**src/rtl/sync_fifo_mon_pkg.sv**
```systemverilog
// sync_fifo_mon_pkg: error bit indices and error vector type for the FIFO monitor
package sync_fifo_mon_pkg;
    localparam int ERR_W      = 9;
    localparam int ERR_FULL   = 0;
    localparam int ERR_EMPTY  = 1;
    localparam int ERR_AFULL  = 2;
    localparam int ERR_AEMPTY = 3;
    localparam int ERR_OVF_M  = 4;
    localparam int ERR_UNF_M  = 5;
    localparam int ERR_OVF_S  = 6;
    localparam int ERR_UNF_S  = 7;
    localparam int ERR_DATA   = 8;
    typedef logic [ERR_W-1:0] err_vec_t;
endpackage

```
**src/rtl/sync_fifo_mon_model.sv**
```systemverilog
// sync_fifo_mon_model: shadow FIFO (storage, pointers, count) and expected read-data pipeline
module sync_fifo_mon_model #(
    parameter int WIDTH  = 8,
    parameter int DEPTH  = 16,
    parameter int RD_LAT = 1,
    parameter int CW     = $clog2(DEPTH) + 1
) (
    input  logic             clk,
    input  logic             rst_n,
    input  logic             wr_en,
    input  logic [WIDTH-1:0] wdata,
    input  logic             rd_en,
    output logic [CW-1:0]    count,
    output logic             wa,
    output logic             ra,
    output logic             exp_valid,
    output logic [WIDTH-1:0] exp_data
);
    localparam int AW = $clog2(DEPTH);
    localparam logic [CW-1:0] DEPTH_C = CW'(DEPTH);

    logic [WIDTH-1:0] mem [DEPTH];
    logic [AW-1:0]    wptr, rptr;

    // a write at full is still taken when a read frees a slot in the same cycle
    assign wa = wr_en && (count < DEPTH_C || rd_en);
    assign ra = rd_en && count != '0;

    // pointer and occupancy tracking of accepted transfers
    always_ff @(posedge clk or negedge rst_n) begin
        if (!rst_n) begin
            wptr  <= '0;
            rptr  <= '0;
            count <= '0;
        end else begin
            if (wa) wptr <= wptr + AW'(1);
            if (ra) rptr <= rptr + AW'(1);
            count <= count + CW'(wa) - CW'(ra);
        end
    end

    // shadow storage; contents are meaningless until written, so no reset
    always_ff @(posedge clk) begin
        if (wa) mem[wptr] <= wdata;
    end

    if (RD_LAT == 0) begin : g_lat0
        assign exp_valid = ra;
        assign exp_data  = mem[rptr];
    end else begin : g_lat1
        // expected data follows the accepted read by one cycle
        always_ff @(posedge clk or negedge rst_n) begin
            if (!rst_n) begin
                exp_valid <= 1'b0;
                exp_data  <= '0;
            end else begin
                exp_valid <= ra;
                if (ra) exp_data <= mem[rptr];
            end
        end
    end
endmodule

```
**src/rtl/sync_fifo_monitor.sv**
```systemverilog
// sync_fifo_monitor: checks a synchronous FIFO's flags and read data against a shadow model
module sync_fifo_monitor
    import sync_fifo_mon_pkg::*;
#(
    parameter int WIDTH  = 8,
    parameter int DEPTH  = 16,
    parameter int RD_LAT = 1,
    parameter int AF_LVL = 14,
    parameter int AE_LVL = 2,
    parameter int CNT_W  = 16
) (
    input  logic                     clk,
    input  logic                     rst_n,
    input  logic                     wr_en,
    input  logic [WIDTH-1:0]         wdata,
    input  logic                     rd_en,
    input  logic [WIDTH-1:0]         rdata,
    input  logic                     full,
    input  logic                     empty,
    input  logic                     almost_full,
    input  logic                     almost_empty,
    input  logic                     overflow,
    input  logic                     underflow,
    input  logic                     clr_err,
    output logic [$clog2(DEPTH):0]   occupancy,
    output logic                     err_valid,
    output logic [ERR_W-1:0]         err_flags,
    output logic [ERR_W-1:0]         err_sticky,
    output logic [CNT_W-1:0]         err_count,
    output logic [ERR_W-1:0]         first_err
);
    localparam int CW = $clog2(DEPTH) + 1;
    localparam logic [CW-1:0] DEPTH_C = CW'(DEPTH);
    localparam logic [CW-1:0] AF_C    = CW'(AF_LVL);
    localparam logic [CW-1:0] AE_C    = CW'(AE_LVL);

    logic [CW-1:0]    count;
    logic             wa, ra, exp_valid, ovf_exp, unf_exp;
    logic [WIDTH-1:0] exp_data;
    err_vec_t         err_now;

    sync_fifo_mon_model #(
        .WIDTH (WIDTH),
        .DEPTH (DEPTH),
        .RD_LAT(RD_LAT),
        .CW    (CW)
    ) u_model (
        .clk      (clk),
        .rst_n    (rst_n),
        .wr_en    (wr_en),
        .wdata    (wdata),
        .rd_en    (rd_en),
        .count    (count),
        .wa       (wa),
        .ra       (ra),
        .exp_valid(exp_valid),
        .exp_data (exp_data)
    );

    assign occupancy = count;

    // every check uses the pre-update shadow count of the current cycle
    always_comb begin
        err_now             = '0;
        err_now[ERR_FULL]   = full != (count == DEPTH_C);
        err_now[ERR_EMPTY]  = empty != (count == '0);
        err_now[ERR_AFULL]  = almost_full != (count >= AF_C);
        err_now[ERR_AEMPTY] = almost_empty != (count <= AE_C);
        err_now[ERR_OVF_M]  = ovf_exp && !overflow;
        err_now[ERR_UNF_M]  = unf_exp && !underflow;
        err_now[ERR_OVF_S]  = overflow && !ovf_exp;
        err_now[ERR_UNF_S]  = underflow && !unf_exp;
        err_now[ERR_DATA]   = exp_valid && (rdata != exp_data);
    end

    // a rejected request must be answered by the DUT's flag on the following cycle
    always_ff @(posedge clk or negedge rst_n) begin
        if (!rst_n) begin
            ovf_exp <= 1'b0;
            unf_exp <= 1'b0;
        end else begin
            ovf_exp <= wr_en && !wa;
            unf_exp <= rd_en && !ra;
        end
    end

    // error reporting; a failure arriving with clr_err reloads the fields from itself
    always_ff @(posedge clk or negedge rst_n) begin
        if (!rst_n) begin
            err_valid  <= 1'b0;
            err_flags  <= '0;
            err_sticky <= '0;
            err_count  <= '0;
            first_err  <= '0;
        end else begin
            err_valid <= |err_now;
            err_flags <= err_now;
            if (|err_now) begin
                err_sticky <= (clr_err ? '0 : err_sticky) | err_now;
                err_count  <= clr_err ? CNT_W'(1) : err_count + CNT_W'(!(&err_count));
                first_err  <= (clr_err || first_err == '0) ? err_now : first_err;
            end else if (clr_err) begin
                err_sticky <= '0;
                err_count  <= '0;
                first_err  <= '0;
            end
        end
    end
endmodule

```
**config.mk**
```make
export PLATFORM = sky130hd
export DESIGN_NAME = sync_fifo_monitor
export DESIGN_NICKNAME = d
export VERILOG_FILES = /design/src/rtl/sync_fifo_mon_pkg.sv /design/src/rtl/sync_fifo_mon_model.sv /design/src/rtl/sync_fifo_monitor.sv
export SDC_FILE = /design/constraint.sdc
export NUM_CORES = 1
export LEC_CHECK = 0
export BUFFER_PORTS_ARGS = -buffer_cell sky130_fd_sc_hd__buf_2
export CAP_MARGIN = 30
export CELL_PAD_IN_SITES_DETAIL_PLACEMENT = 0
export CELL_PAD_IN_SITES_GLOBAL_PLACEMENT = 1
export CORE_ASPECT_RATIO = 0.8
export CORE_MARGIN = 10
export CORE_UTILIZATION = 56
export CTS_BUF_LIST = sky130_fd_sc_hd__clkbuf_4
export CTS_CLUSTER_DIAMETER = 100
export CTS_CLUSTER_SIZE = 10
export DETAILED_ROUTE_END_ITERATION = 12
export GPL_TIMING_DRIVEN = 0
export PLACE_DENSITY = 0.89
export RECOVER_POWER = 50
export SLEW_MARGIN = 20
export SYNTH_ARGS = -nofsm -noshare
export SYNTH_HDL_FRONTEND = slang
export SYNTH_SLANG_ARGS = --single-unit
export TNS_END_PERCENT = 30
```
**constraint.sdc**
```tcl
create_clock -name clk -period 4.55 [get_ports clk]
set_input_delay 0.91 -clock clk [delete_from_list [all_inputs] [get_ports clk]]
set_output_delay 0.91 -clock clk [all_outputs]
set_load 0.05 [all_outputs]
```
==> results.ini <==
[sta]
fmaxAchievable_ghz = 0.2786
timing.hold.ws_ps = 352.2
min_period_ps = 3590
final.setup.tns_ps = 0
setup_viol = 0
worstMarginPinSlew_ps = 853.7
min_period_over_period = 0.7890
relSlewSlack = 0.4288
slew_violations = 0
clock_skew_ps = 14.11
rsz0062_at_grt = false
hold_viol = 0

[worst_setup_path]
cp.arrival_ps = 4090
crit_slowest_cell = nor4b_1
reg2reg_setup_slack_ps = 960
cp.depth = 14
cp.required_ps = 5050
path_class = reg2reg
cp-end-kind = flop
worst_r2r_path_depth = 14
slowest_delay_ps = 570
reg2reg_from = u_model.count[2]
rr_endpoint = u_model.count[4]
path_cells = inv_1, ha_1, nor4b_1, nand2b_1, inv_1, clkbuf_1, ha_1, inv_1, ha_1, fa_1, a21oi_1, nor2_1, nor2_1, xor2_1
path_max_fanout = 11
cp_num_buf_inv = 4
critPathCapture = u_model.count[4]
startpoint_type = flop
crit_family = adder cells
crit_start = u_model.count[2]

[floorplan]
start_util = 0.5687
core_area_sq_um = 14200
num_io_pins = 76
die_area_sq_um = 19650
die_w_um = 154.3
die_h_um = 127.4
rows = 39

[final_layout]
layout_commonest_cell = edfxtp_1
area.growth.synth_to_final_pct = 12.16
layout-drive-gt1-share = 0.2765
diodes = 0
final_cell_mix = 128 x edfxtp_1, 73 x buf_2, 68 x dfrtp_1
final_nets = 636

[route]
route.detailed.drc = 0
drtIter0Drc = 337
ant_nets = 0
firstDrtPassIters = 5
wl_mm = 15.68
vias_per_cell = 5.685
vias = 4480
wl_per_cell_um = 19.90

[global_route]
grt_max_degree = 60
grt_pass1_vias = 4504
grt-ovfl-total = 0
grt_pass1_wl_mm = 25.14
antenna_found_initial = 0
grt_usage = 0.1635

[cts]
cts_tree = done
cts_buffers = 17
ctsResizeCount = 0
cts_setup_buffers = 0
cts_sinks = 196
insertion_delay_ps = 560
cts_hold_buf = 0
cts-root-buf = clkbuf_4
cts_max_path_buffers = 2
cts.clk_slew.worst_paths_ps = 140
cts_max_level = 4

[yosys]
ys_ff_latch = 196
synth-main-ff-cell = edfxtp_1
synth_seq_area_share = 0.6867
yosysWarnings = 0
synth_edf_count = 128
synthArstFlopShare = 0.3469
syn_nets = 538
yosysUniqueCellTypes = 41
avgSynthCellArea_sq_um = 16.38
synthesis.area_sq_um = 8075
netlist_instances = 493

[placed_design]
gp_congestion = 0.7931
dp_hpwl_mm = 11.63
port_buffers = 74

[pwr]
power_per_cell_area_nw_per_um2 = 554.9
p_leak_uw = 0.003416
ir_worst_vdd_mv = 0.3175

[run]
max_cap_viol_count = 0

[hold_path]
min_path_type = in2async

[run_status]
status = completed

-- power by group --
part,internal [uW],switching (uW)
Sequential,2150,125
Combinational,701,1060
Clock,437,550
-- area by class of cell --
type,instances,area [sq um]
sequential,196,5545
fill,1010,5142
multi-input combinational,252,2371
timing repair buffer,79,406.6
tap,184,230.2
clock inverter,14,186.4
clock buffer,18,135.1
buffer,22,96.34
inverter,23,86.33
-- synth_stat cells (2+ instances only) --
master    number  area (sq um)
a21o_1         9         67.56
a21oi_1       17         85.08
and2_1         5         31.28
and3_1         3         18.77
buf_2          4         20.02
clkbuf_1      15         56.30
dfrtp_1       68          1702
edfxtp_1     128          3844
ha_1          17         212.7
inv_1         21         78.83
mux2_2        10         112.6
mux4_2        40         900.9
nand2_1       38         142.6
nand2b_1       2         12.51
nand3_1       11         55.05
nand4_1        6         37.54
nor2_1        16         60.06
nor2b_1        5         31.28
nor3_1         7         35.03
nor4_1         6         37.54
o21ai_0        9         45.04
o31ai_1        7         52.55
or3_1          6         37.54
or4_1          8         60.06
xnor2_1       16         140.1
xor2_1         4         35.03
-- per-layer routing --
layer,up-vias,part of all wire,track usage
met5,-,0,0
met2,122,0.49,0.2540
met1,2280,0.44,0.2218
met4,0,0.013,0.04437
li1,2058,-,-
met3,20,0.052,0.04762
-- metrics by stage --
stage                     total power (uW)  worst slack (ps)  instance area [sq um]  utilization  cells
after floorplan                       3622              1562                   8075            -    493
after global placement                4037              1316                   8676       0.6110    751
after detailed placement              4126              1299                   8771       0.6177    756
after CTS                             5096              1245                   9092       0.6403    788
after global routing                  5321             629.9                   9057       0.6379    788
final                                 5026             960.2                   9057       0.6379    788
-- how the worst min path moves through the flow --
| stage | start | to | cells past startpoint |
|---|---|---|---|
| 2_1_floorplan | unf_exp | err_flags[7] | 1 |
| 3_3_place_gp | unf_exp | err_flags[7] | 1 |
| 3_5_place_dp | ovf_exp | err_flags[6] | 1 |
| 4_1_cts | rst_n | u_model.wptr[3] | 1 |
| 5_1_grt | rst_n | u_model.count[2] | 1 |
| 6_report | rst_n | u_model.count[1] | 1 |
-- state kept, by name (all words and copies together) (netlist names) --
| register | cells |
|---|---|
| u_model.exp_data | 8 |
| err_sticky | 9 |
| err_valid | 1 |
| err_count | 16 |
| first_err | 9 |
| u_model.mem | 128 |
| err_flags | 9 |
| u_model.count | 5 |
| u_model.exp_valid | 1 |
| ovf_exp | 1 |
| unf_exp | 1 |
| u_model.rptr | 4 |
| u_model.wptr | 4 |
-- kinds of logic after synthesis --
logic type,synth area share
and+or+nand+nor,0.07701
buffers and inverters,0.02262
xor gates and xnor gates,0.02371
adders and majority gates,0.02882
AOI/OAI and AO/OA,0.03564
muxes,0.1255
DFF,0.6867
No activity file was read; power rests on OpenSTA's default activity.
